===== config.mk =====
export PLATFORM = sky130hd
export DESIGN_NAME = muldiv_alu
export DESIGN_NICKNAME = d
export VERILOG_FILES = /design/src/rtl/muldiv_alu_pkg.sv /design/src/rtl/muldiv_div_unit.sv /design/src/rtl/muldiv_alu.sv
export SDC_FILE = /design/constraint.sdc
export NUM_CORES = 2
export LEC_CHECK = 0
export ABC_AREA = 1
export CAP_MARGIN = 20
export CORE_MARGIN = 2
export CORE_UTILIZATION = 55
export DETAILED_ROUTE_END_ITERATION = 12
export PLACE_DENSITY_LB_ADDON = 0.05
export SETUP_SLACK_MARGIN = 0.15
export SLEW_MARGIN = 20
export SYNTH_ARGS = -nofsm -noshare
export SYNTH_HDL_FRONTEND = slang
export SYNTH_SLANG_ARGS = --single-unit

===== constraint.sdc =====
create_clock -name clk_in -period 5.85 [get_ports clk_in]
set_input_delay 0.8775 -clock clk_in [delete_from_list [all_inputs] [get_ports clk_in]]
set_output_delay 0.8775 -clock clk_in [all_outputs]
set_load 0.05 [all_outputs]

===== src/rtl/muldiv_alu_pkg.sv =====
// Shared definitions for the RV32M multiply/divide unit: funct3 encodings,
// default ROB tag width and the divider state type.
package muldiv_alu_pkg;

  localparam int unsigned ROB_WIDTH_BIT = 4;

  localparam logic [2:0] MD_MUL    = 3'b000;
  localparam logic [2:0] MD_MULH   = 3'b001;
  localparam logic [2:0] MD_MULHSU = 3'b010;
  localparam logic [2:0] MD_MULHU  = 3'b011;
  localparam logic [2:0] MD_DIV    = 3'b100;
  localparam logic [2:0] MD_DIVU   = 3'b101;
  localparam logic [2:0] MD_REM    = 3'b110;
  localparam logic [2:0] MD_REMU   = 3'b111;

  typedef enum logic [1:0] {
    DivIdle,
    DivRun,
    DivDone
  } div_state_e;

  // funct3[2] separates the divide family from the multiply family
  function automatic logic is_div_op(input logic [2:0] op);
    return op[2];
  endfunction

endpackage


===== src/rtl/muldiv_div_unit.sv =====
// Iterative radix-2 restoring divider for DIV/DIVU/REM/REMU.
// Works on operand magnitudes and fixes signs when the result is presented.
// start is taken only in IDLE; the result is held in DONE until ack.
module muldiv_div_unit
  import muldiv_alu_pkg::*;
#(
  parameter int unsigned ROB_W = 4
) (
  input  logic             clk_in,
  input  logic             rst_in,
  input  logic             rdy_in,
  input  logic             flush,
  input  logic             start,
  input  logic [1:0]       op,        // funct3[1:0]: bit0 = unsigned, bit1 = remainder
  input  logic [31:0]      r1,
  input  logic [31:0]      r2,
  input  logic [ROB_W-1:0] rob_id,
  input  logic             ack,
  output logic             busy,
  output logic             done,
  output logic [ROB_W-1:0] res_rob,
  output logic [31:0]      res_value
);

  div_state_e state_q, state_d;

  logic [4:0]       cnt_q;
  logic [32:0]      rem_q;
  logic [31:0]      quo_q;
  logic [31:0]      dvs_q;
  logic             neg_quo_q;
  logic             neg_rem_q;
  logic             want_rem_q;
  logic             by_zero_q;
  logic [ROB_W-1:0] rob_q;

  logic        a_neg, b_neg;
  logic [31:0] a_mag, b_mag;
  logic [32:0] shifted, rem_next;
  logic [31:0] quo_next, quo_fix, rem_fix;
  logic        ge;

  // Operand conditioning at start: magnitudes and result sign bookkeeping
  always_comb begin
    a_neg = ~op[0] & r1[31];
    b_neg = ~op[0] & r2[31];
    a_mag = a_neg ? (32'd0 - r1) : r1;
    b_mag = b_neg ? (32'd0 - r2) : r2;
  end

  // One restoring step: shift in the next dividend bit, subtract if it fits.
  // A zero divisor always "fits", leaving the remainder equal to |rs1|.
  always_comb begin
    shifted  = {rem_q[31:0], quo_q[31]};
    ge       = (shifted >= {1'b0, dvs_q});
    rem_next = ge ? (shifted - {1'b0, dvs_q}) : shifted;
    quo_next = {quo_q[30:0], ge};
  end

  // State register
  always_ff @(posedge clk_in or negedge rst_in) begin
    if (!rst_in) begin
      state_q <= DivIdle;
    end else if (rdy_in) begin
      state_q <= state_d;
    end
  end

  // Next-state logic
  always_comb begin
    state_d = state_q;
    if (flush) begin
      state_d = DivIdle;
    end else begin
      unique case (state_q)
        DivIdle: if (start)         state_d = DivRun;
        DivRun:  if (cnt_q == 5'd31) state_d = DivDone;
        DivDone: if (ack)           state_d = DivIdle;
        default:                    state_d = DivIdle;
      endcase
    end
  end

  // FSM outputs
  always_comb begin
    busy = (state_q != DivIdle);
    done = (state_q == DivDone);
  end

  // Datapath: load on start, iterate while running
  always_ff @(posedge clk_in or negedge rst_in) begin
    if (!rst_in) begin
      cnt_q      <= '0;
      rem_q      <= '0;
      quo_q      <= '0;
      dvs_q      <= '0;
      neg_quo_q  <= 1'b0;
      neg_rem_q  <= 1'b0;
      want_rem_q <= 1'b0;
      by_zero_q  <= 1'b0;
      rob_q      <= '0;
    end else if (rdy_in) begin
      if (state_q == DivIdle && start && !flush) begin
        cnt_q      <= '0;
        rem_q      <= '0;
        quo_q      <= a_mag;
        dvs_q      <= b_mag;
        neg_quo_q  <= a_neg ^ b_neg;
        neg_rem_q  <= a_neg;
        want_rem_q <= op[1];
        by_zero_q  <= (r2 == 32'd0);
        rob_q      <= rob_id;
      end else if (state_q == DivRun) begin
        rem_q <= rem_next;
        quo_q <= quo_next;
        cnt_q <= cnt_q + 5'd1;
      end
    end
  end

  // Sign fix-up; overflow (0x80000000 / -1) falls out naturally as 0x80000000 rem 0
  always_comb begin
    quo_fix   = neg_quo_q ? (32'd0 - quo_q) : quo_q;
    rem_fix   = neg_rem_q ? (32'd0 - rem_q[31:0]) : rem_q[31:0];
    res_rob   = rob_q;
    res_value = want_rem_q ? rem_fix : (by_zero_q ? 32'hFFFF_FFFF : quo_fix);
  end

endmodule


===== src/rtl/muldiv_alu.sv =====
// RV32M execution unit: pipelined multiplier plus iterative divider, results
// tagged by ROB id and drained through a credit-protected result FIFO.
module muldiv_alu
  import muldiv_alu_pkg::*;
#(
  parameter int unsigned ROB_W      = ROB_WIDTH_BIT,
  parameter int unsigned MUL_STAGES = 2,
  parameter int unsigned OUT_DEPTH  = 4
) (
  input  logic             clk_in,
  input  logic             rst_in,
  input  logic             rdy_in,
  input  logic             flush,
  input  logic             in_valid,
  output logic             in_ready,
  input  logic [2:0]       in_op,
  input  logic [31:0]      in_r1,
  input  logic [31:0]      in_r2,
  input  logic [ROB_W-1:0] in_rob_id,
  output logic             out_valid,
  input  logic             out_ready,
  output logic [ROB_W-1:0] out_rob_id,
  output logic [31:0]      out_value
);

  localparam int unsigned PTR_W = $clog2(OUT_DEPTH);
  localparam int unsigned CNT_W = PTR_W + 1;

  logic accept, mul_start, div_start, pop;

  // Multiplier pipe
  logic [MUL_STAGES-1:0] mul_vld_q;
  logic [ROB_W-1:0]      mul_rob_q [MUL_STAGES];
  logic [31:0]           mul_val_q [MUL_STAGES];
  logic                  a_sgn, b_sgn;
  logic [63:0]           a_ext, b_ext, prod;
  logic [31:0]           mul_res;
  logic [2:0]            mul_live;
  logic                  mul_last;

  // Divider handshake
  logic             div_busy, div_done, div_ack;
  logic [ROB_W-1:0] div_rob;
  logic [31:0]      div_value;

  // Result FIFO
  logic [ROB_W-1:0] q_rob_q [OUT_DEPTH];
  logic [31:0]      q_val_q [OUT_DEPTH];
  logic [PTR_W-1:0] wr_ptr_q, rd_ptr_q;
  logic [CNT_W-1:0] count_q;
  logic             enq;
  logic [ROB_W-1:0] enq_rob;
  logic [31:0]      enq_val;
  logic [7:0]       used;

  // Credit check: every accepted op owns a queue slot until it is popped
  always_comb begin
    mul_live = '0;
    for (int k = 0; k < MUL_STAGES; k++) begin
      mul_live = mul_live + 3'(mul_vld_q[k]);
    end
    used      = 8'(count_q) + 8'(mul_live) + 8'(div_busy);
    in_ready  = rst_in && rdy_in && !flush && (used < 8'(OUT_DEPTH)) &&
                (!is_div_op(in_op) || !div_busy);
    accept    = in_valid && in_ready;
    mul_start = accept && !is_div_op(in_op);
    div_start = accept && is_div_op(in_op);
  end

  // One 33x33 signed product covers every MUL variant; computed in 64 bits
  always_comb begin
    a_sgn   = (in_op == MD_MULH) || (in_op == MD_MULHSU);
    b_sgn   = (in_op == MD_MULH);
    a_ext   = {{32{a_sgn & in_r1[31]}}, in_r1};
    b_ext   = {{32{b_sgn & in_r2[31]}}, in_r2};
    prod    = a_ext * b_ext;
    mul_res = (in_op == MD_MUL) ? prod[31:0] : prod[63:32];
  end

  // Multiplier stage valids
  always_ff @(posedge clk_in or negedge rst_in) begin
    if (!rst_in) begin
      mul_vld_q <= '0;
    end else if (rdy_in) begin
      if (flush) begin
        mul_vld_q <= '0;
      end else begin
        mul_vld_q[0] <= mul_start;
        for (int k = 1; k < MUL_STAGES; k++) begin
          mul_vld_q[k] <= mul_vld_q[k-1];
        end
      end
    end
  end

  // Multiplier stage payload; qualified by the valids above
  always_ff @(posedge clk_in) begin
    if (rdy_in) begin
      mul_rob_q[0] <= in_rob_id;
      mul_val_q[0] <= mul_res;
      for (int k = 1; k < MUL_STAGES; k++) begin
        mul_rob_q[k] <= mul_rob_q[k-1];
        mul_val_q[k] <= mul_val_q[k-1];
      end
    end
  end

  muldiv_div_unit #(
    .ROB_W (ROB_W)
  ) u_div (
    .clk_in    (clk_in),
    .rst_in    (rst_in),
    .rdy_in    (rdy_in),
    .flush     (flush),
    .start     (div_start),
    .op        (in_op[1:0]),
    .r1        (in_r1),
    .r2        (in_r2),
    .rob_id    (in_rob_id),
    .ack       (div_ack),
    .busy      (div_busy),
    .done      (div_done),
    .res_rob   (div_rob),
    .res_value (div_value)
  );

  // Enqueue arbitration: the multiplier cannot stall, so it wins a collision
  always_comb begin
    mul_last = mul_vld_q[MUL_STAGES-1];
    enq      = mul_last || div_done;
    div_ack  = div_done && !mul_last;
    enq_rob  = mul_last ? mul_rob_q[MUL_STAGES-1] : div_rob;
    enq_val  = mul_last ? mul_val_q[MUL_STAGES-1] : div_value;
  end

  // FIFO pointers and occupancy
  always_ff @(posedge clk_in or negedge rst_in) begin
    if (!rst_in) begin
      wr_ptr_q <= '0;
      rd_ptr_q <= '0;
      count_q  <= '0;
    end else if (rdy_in) begin
      if (flush) begin
        wr_ptr_q <= '0;
        rd_ptr_q <= '0;
        count_q  <= '0;
      end else begin
        if (enq) wr_ptr_q <= wr_ptr_q + PTR_W'(1);
        if (pop) rd_ptr_q <= rd_ptr_q + PTR_W'(1);
        count_q <= count_q + CNT_W'(enq) - CNT_W'(pop);
      end
    end
  end

  // FIFO storage
  always_ff @(posedge clk_in) begin
    if (rdy_in && enq && !flush) begin
      q_rob_q[wr_ptr_q] <= enq_rob;
      q_val_q[wr_ptr_q] <= enq_val;
    end
  end

  // Head presentation; payload forced to zero while empty
  always_comb begin
    out_valid  = rdy_in && (count_q != '0);
    pop        = out_valid && out_ready;
    out_rob_id = (count_q != '0) ? q_rob_q[rd_ptr_q] : '0;
    out_value  = (count_q != '0) ? q_val_q[rd_ptr_q] : '0;
  end

endmodule

Yosys cells after proc, flatten, opt, wreduce, memory -nomap -nowiden
Memory sizes are Yosys's and may differ from the RTL's.
Index checks and enable logic that the tools add are counted.
{"block": "op_classes", "n_lt_le_gt_ge": 2, "addsub": 13, "mux": 33, "bitwise": 6, "mul": 1, "reduce_logical": 34, "eq_ne": 8}
{"cell": "$mux 32", "n": 14}
{"cell": "$sub 1x32->32 const A", "n": 4}
{"cell": "$mul 33x33->64", "n": 1}
{"cell": "$ge 33x32->1", "n": 1}
{"cell": "$logic_not 32->1", "n": 1}
{"cell": "$sub 32x32->32", "n": 1}
{"cell": "$mux 2", "n": 9}
{"cell": "$logic_and 1x1->1", "n": 14}
{"cell": "$mux 5", "n": 2}
{"cell": "$ne 3x2->1 const B", "n": 3}
{"cell": "$mux 4", "n": 2}
{"cell": "$reduce_and 2->1", "n": 4}
{"cell": "$reduce_bool 2->1", "n": 4}
{"cell": "$pmux 2 s3", "n": 1}
{"cell": "$add 4x1->5", "n": 1}
{"cell": "$add 5x1->5 const B", "n": 1}
{"cell": "$eq 5x5->1 const B", "n": 1}
{"cell": "$lt 5x3->1 const B", "n": 1}
{"cell": "$add 2x1->2 const B", "n": 2}
{"cell": "$add 3x2->4", "n": 1}
{"cell": "$and 1x1->1", "n": 4}
{"cell": "$logic_not 1->1", "n": 4}
{"cell": "$mux 1", "n": 4}
{"cell": "$reduce_and 4->1", "n": 1}
{"cell": "14 further kinds", "n": 16}
{"block": "totals", "ramBits": 216, "input_bits": 77, "memories": 4, "wordCells": 115, "register_bits": 120, "out_inout_bits": 38}
{"memory": "q_val_q", "words": 4, "width": 32, "rd": 1, "rd_ports_with_merged_regs": 0, "wr": 1, "line_no": "muldiv_alu.sv:48", "rtl": "logic [31:0] q_val_q [OUT_DEPTH];"}
{"memory": "mul_val_q", "words": 2, "width": 32, "rd": 2, "rd_ports_with_merged_regs": 0, "wr": 2, "line_no": "muldiv_alu.sv:34", "rtl": "logic [31:0] mul_val_q [MUL_STAGES];"}
{"memory": "q_rob_q", "words": 4, "width": 4, "rd": 1, "rd_ports_with_merged_regs": 0, "wr": 1, "line_no": "muldiv_alu.sv:47", "rtl": "logic [ROB_W-1:0] q_rob_q [OUT_DEPTH];"}
{"memory": "mul_rob_q", "words": 2, "width": 4, "rd": 2, "rd_ports_with_merged_regs": 0, "wr": 2, "line_no": "muldiv_alu.sv:33", "rtl": "logic [ROB_W-1:0] mul_rob_q [MUL_STAGES];"}

Logic depth before layout (Yosys ltp)
{"block": "logic_depth", "word_depth": 12, "depth_mapped": 36, "depth_no_buf": 35}

Hierarchy
A second synthesis with hierarchy kept.
{"block": "unflattened", "cells_unflattened": 7796, "area_unflattened_um2": 60526.8}
{"module": "muldiv_alu", "seq_area_each_um2": 6711.4, "cells_per_inst": 5779, "n_inst": 1, "area_per_inst_um2": 48839.3}
{"module": "muldiv_div_unit", "seq_area_each_um2": 2777.7, "cells_per_inst": 2017, "n_inst": 1, "area_per_inst_um2": 11687.5}

Worst setup path before layout
Ideal clock, no wire load.
{"block": "synth_timing", "path_type": "input -> register", "start": "input port in_op[0]", "end": "memory mul_val_q[0][22], data pin", "setup_slack_ns": -2.651, "t_arrival_ns": 8.245, "setup_ns": 0.256, "required_ns": 5.594, "cell_stages": 32, "n_path_buf": 1, "path_cell_list": "inv_1 nand3_1 nand2_1 nand2_1 clkbuf_1 nor2_1 fa_1 inv_1 fa_1 inv_1 fa_1 inv_1 fa_1 inv_1 fa_1 fa_1 fa_1 inv_1 fa_1 inv_1 ha_1 nand2_1 nor2_1 inv_1 nor2_1 inv_1 nor4_1 nand2_1 nand3_1 nand2_1 nand3_1 nand2_1"}
{"item": "from (decl)", "line_no": "muldiv_alu.sv:16", "rtl": "input logic [2:0] in_op,"}
{"item": "to (decl)", "line_no": "muldiv_alu.sv:34"}

==> impl_metrics.yaml <==
cells_and_area:
  utilization: 0.672
  finalNetCount: 9600
  design_area_mm2: 0.0721
  drive_above_1_share: 0.184
  area_delta_synth_final_pct: 20.9
cts:
  cts_sinks: 336
  numCtsBuffers: 38
  clk_path_buf_depth: 3
  cts_tree: "done"
  cts_max_level: 2
  clkTransAtPathRegs_ns: 0.07
  clk_latency_ns: 0.57
  cts_hold_buffers: 0
  cts_root_buffer: "clkbuf_16"
sta:
  finalSetupViolCount: 32
  maxSlewViolCount: 0
  post-route-period-util: 1.30
  hold_viol: 0
  max_slew_margin: 0.223
  clock.fmax_mhz: 132
  tightest_slew_ns: 1.15
  fin_hold_ws_ns: 0.413
  rsz0062_at_grt: "yes"
  setup_ws_ns: -1.75
  fin_skew_ns: 0.0162
  period_needed_ns: 7.60
logic_synthesis:
  synthTopCellsByArea: "fa_1 38%, inv_1 12%, nand2_1 12%"
  synth_most_common_cell: "inv_1"
  ys.flop_type: "edfxtp_1"
  synth_top_area_frac: 0.379
  syn-cell-area_mm2: 0.0597
  synth.distinct_cells: 60
  syn_area_per_cell_um2: 7.93
  ys_ff_latch: 336
  yosysSeqAreaShare: 0.159
  syn_nets: 8984
  synth_top_area_cell: "fa_1"
  ys_warn_count: 0
  synth_edf_count: 216
  postSynthCellCount: 7522
  synth_commonest_cells: "1854 x inv_1, 1830 x nand2_1, 1128 x fa_1"
  async_flop_share: 0.357
setup_path:
  r2r-end: "u_div.cnt_q[3]$_DFFE_PN0P_"
  slowest_stage: "fa_2"
  path_delay_family: "adder cells"
  critPathArrivalTime_ns: 7.91
  cp-start-kind: "input port"
  path_buf_inv: 12
  crit_top_cell: "fa_1"
  endpoint_kind: "flop"
  crit-reg2reg-launch: "count_q[0]$_DFFE_PN0P_"
  crit_path_max_fanout: 6
  required_ns: 6.16
  startpoint: "in_op[1]"
  max_stage_delay_ns: 0.59
  critical_path_class: "in2reg"
  ff2ff_path_depth: 11
  rrSetupSlack_ns: 1.88
route:
  vias: 52293
  drt_iter0_drc: 4595
  remaining_drc_errors: 0
  avgViaCountPerCell: 5.46
  drtAntennaViolNets: 0
  wl_um: 213000
  drtPass1Iterations: 8
  wl_per_cell_um: 22.3
place:
  hpwl_um: 176000
  post_dp_cell_area_mm2: 0.0678
  finalWeightedCongestion: 1.03
  dp_slack_ns: -3.08
  io_buffers: 114
grt:
  track_usage: 0.393
  grt_max_degree: 79
  antenna_found_initial: 9
  grt.overflow.total: 0
  grt_pass1_wl_um: 327000
  grt_pass1_vias: 54165
hold_path:
  hold_path_depth: 0
  hp-class: "reg2reg"
  worstHoldStart: "mul_val_q[0][19]$_DFFE_PP_"
  holdPathEnd: "mul_val_q[0][51]$_DFFE_PP_"
run_status:
  failed_checks: "negative setup slack"
  status: "finished, violations left"
floorplanning:
  core_mm2: 0.107
  start_util: 0.556
  num_io_pins: 115
  dieWidth_um: 333
  die_area_mm2: 0.111
  die_y_um: 333
  rows: 120
job:
  maxCapViolations: 0
==> per-layer routing <==
| layer | wire length (um) | share of wire | global-route usage | up-vias |
|---|---|---|---|---|
| met4 | 13800 | 0.065 | 0.205 | 0 |
| met3 | 19800 | 0.093 | 0.0778 | 581 |
| li1 | - | - | - | 23478 |
| met5 | 0 | 0 | 0 | - |
| met1 | 81900 | 0.38 | 0.510 | 25829 |
| met2 | 97700 | 0.46 | 0.627 | 2405 |
==> metrics by stage <==
| step | instances | setup TNS, ns |
|---|---|---|
| after CTS | 9534 | -49.29 |
| final | 9573 | -50.68 |
| after detailed placement | 9402 | -90.51 |
| after global placement | 9402 | -87.54 |
| after floorplan | 7522 | -47.78 |
| after global routing | 9570 | -57.80 |
==> repair_timing <==
action,4_1_cts,5_1_grt
gates cloned,7,0
endpoints found under the hold margin,0,0
pin swaps,169,133
gates resized for setup,466,229
setup buffers,59,33
endpoints found under the setup margin,32,32
==> worst reg2reg max path, stage by stage (launching register included) <==
cell,delay (ns)
dfrtp_1,0.45
fa_1,0.39
ha_1,0.29
nand2_1,0.08
a21oi_1,0.07
nor3_2,0.31
and2_1,0.34
nand2_4,0.40
nand2_2,0.61
inv_2,0.48
nor4_1,0.33
nor3_1,0.09
==> cell usage in the layout, fill, tap and decap left out, types with 44 or more instances in the layout <==
cell type | Yosys | final
inv_1 | 1854 | 1759
nand2_1 | 1830 | 1739
fa_1 | 1128 | 1088
buf_4 | 2 | 699
nor2_1 | 547 | 430
o21ai_0 | 311 | 264
nand3_1 | 283 | 261
edfxtp_1 | 216 | 216
ha_1 | 257 | 212
a21oi_1 | 218 | 177
dfrtp_1 | 120 | 119
inv_2 | 8 | 86
nor2_4 | 3 | 77
buf_12 | 0 | 76
xor2_1 | 66 | 66
nand2_2 | 6 | 58
buf_6 | 8 | 52
nor2_2 | 7 | 50
clkdlybuf4s50_1 | 0 | 46
ha_4 | 0 | 44
buf_2 | 31 | 44
==> worst max-delay path by stage <==
stage / endpoint / cells after the start
global route: mul_val_q[0][12]$_DFFE_PP_ / 34
CTS: mul_val_q[0][12]$_DFFE_PP_ / 33
detailed placement: mul_val_q[0][12]$_DFFE_PP_ / 33
global placement: mul_val_q[0][12]$_DFFE_PP_ / 33
finish: mul_val_q[0][12]$_DFFE_PP_ / 34
floorplan: mul_val_q[0][30]$_DFFE_PP_ / 34
==> registers in the layout, summed over array words and instances (netlist names) <==
| name | count |
|---|---|
| count_q | 3 |
| mul_rob_q | 8 |
| mul_val_q | 64 |
| mul_vld_q | 2 |
| q_rob_q | 16 |
| q_val_q | 128 |
| rd_ptr_q | 2 |
| u_div.by_zero_q | 1 |
| u_div.cnt_q | 5 |
| u_div.dvs_q | 32 |
| u_div.neg_quo_q | 1 |
| u_div.neg_rem_q | 1 |
| u_div.quo_q | 32 |
| u_div.rem_q | 32 |
| u_div.res_rob | 4 |
| u_div.state_q | 2 |
| u_div.want_rem_q | 1 |
| wr_ptr_q | 2 |
==> area by class of cell <==
cell class / instances / area (um^2)
Multi-Input combinational cell: 4959 / 44100
Fill cell: 9114 / 35200
Sequential cell: 336 / 9490
Timing Repair Buffer: 937 / 8380
Inverter: 1866 / 7060
Tap cell: 1403 / 1760
Clock buffer: 50 / 1110
Clock inverter: 16 / 190
Antenna cell: 6 / 15.0
==> cells by family (layout without fill, tap and decap cells) <==
family | after synthesis | in the layout | share of synthesized area
DFF | 336 | 336 | 0.159
buffers and inverters | 2228 | 2869 | 0.142
xor gates and xnor gates | 86 | 86 | 0.0126
AOI/OAI and AO/OA | 667 | 667 | 0.0612
and+or+nand+nor | 2820 | 2821 | 0.192
adders and majority gates | 1385 | 1385 | 0.432
other | 0 | 6 | 0
Power is left out: the tool's default activity adds up to more than one toggle a clock period on the data nets, which glitch-free logic cannot reach.
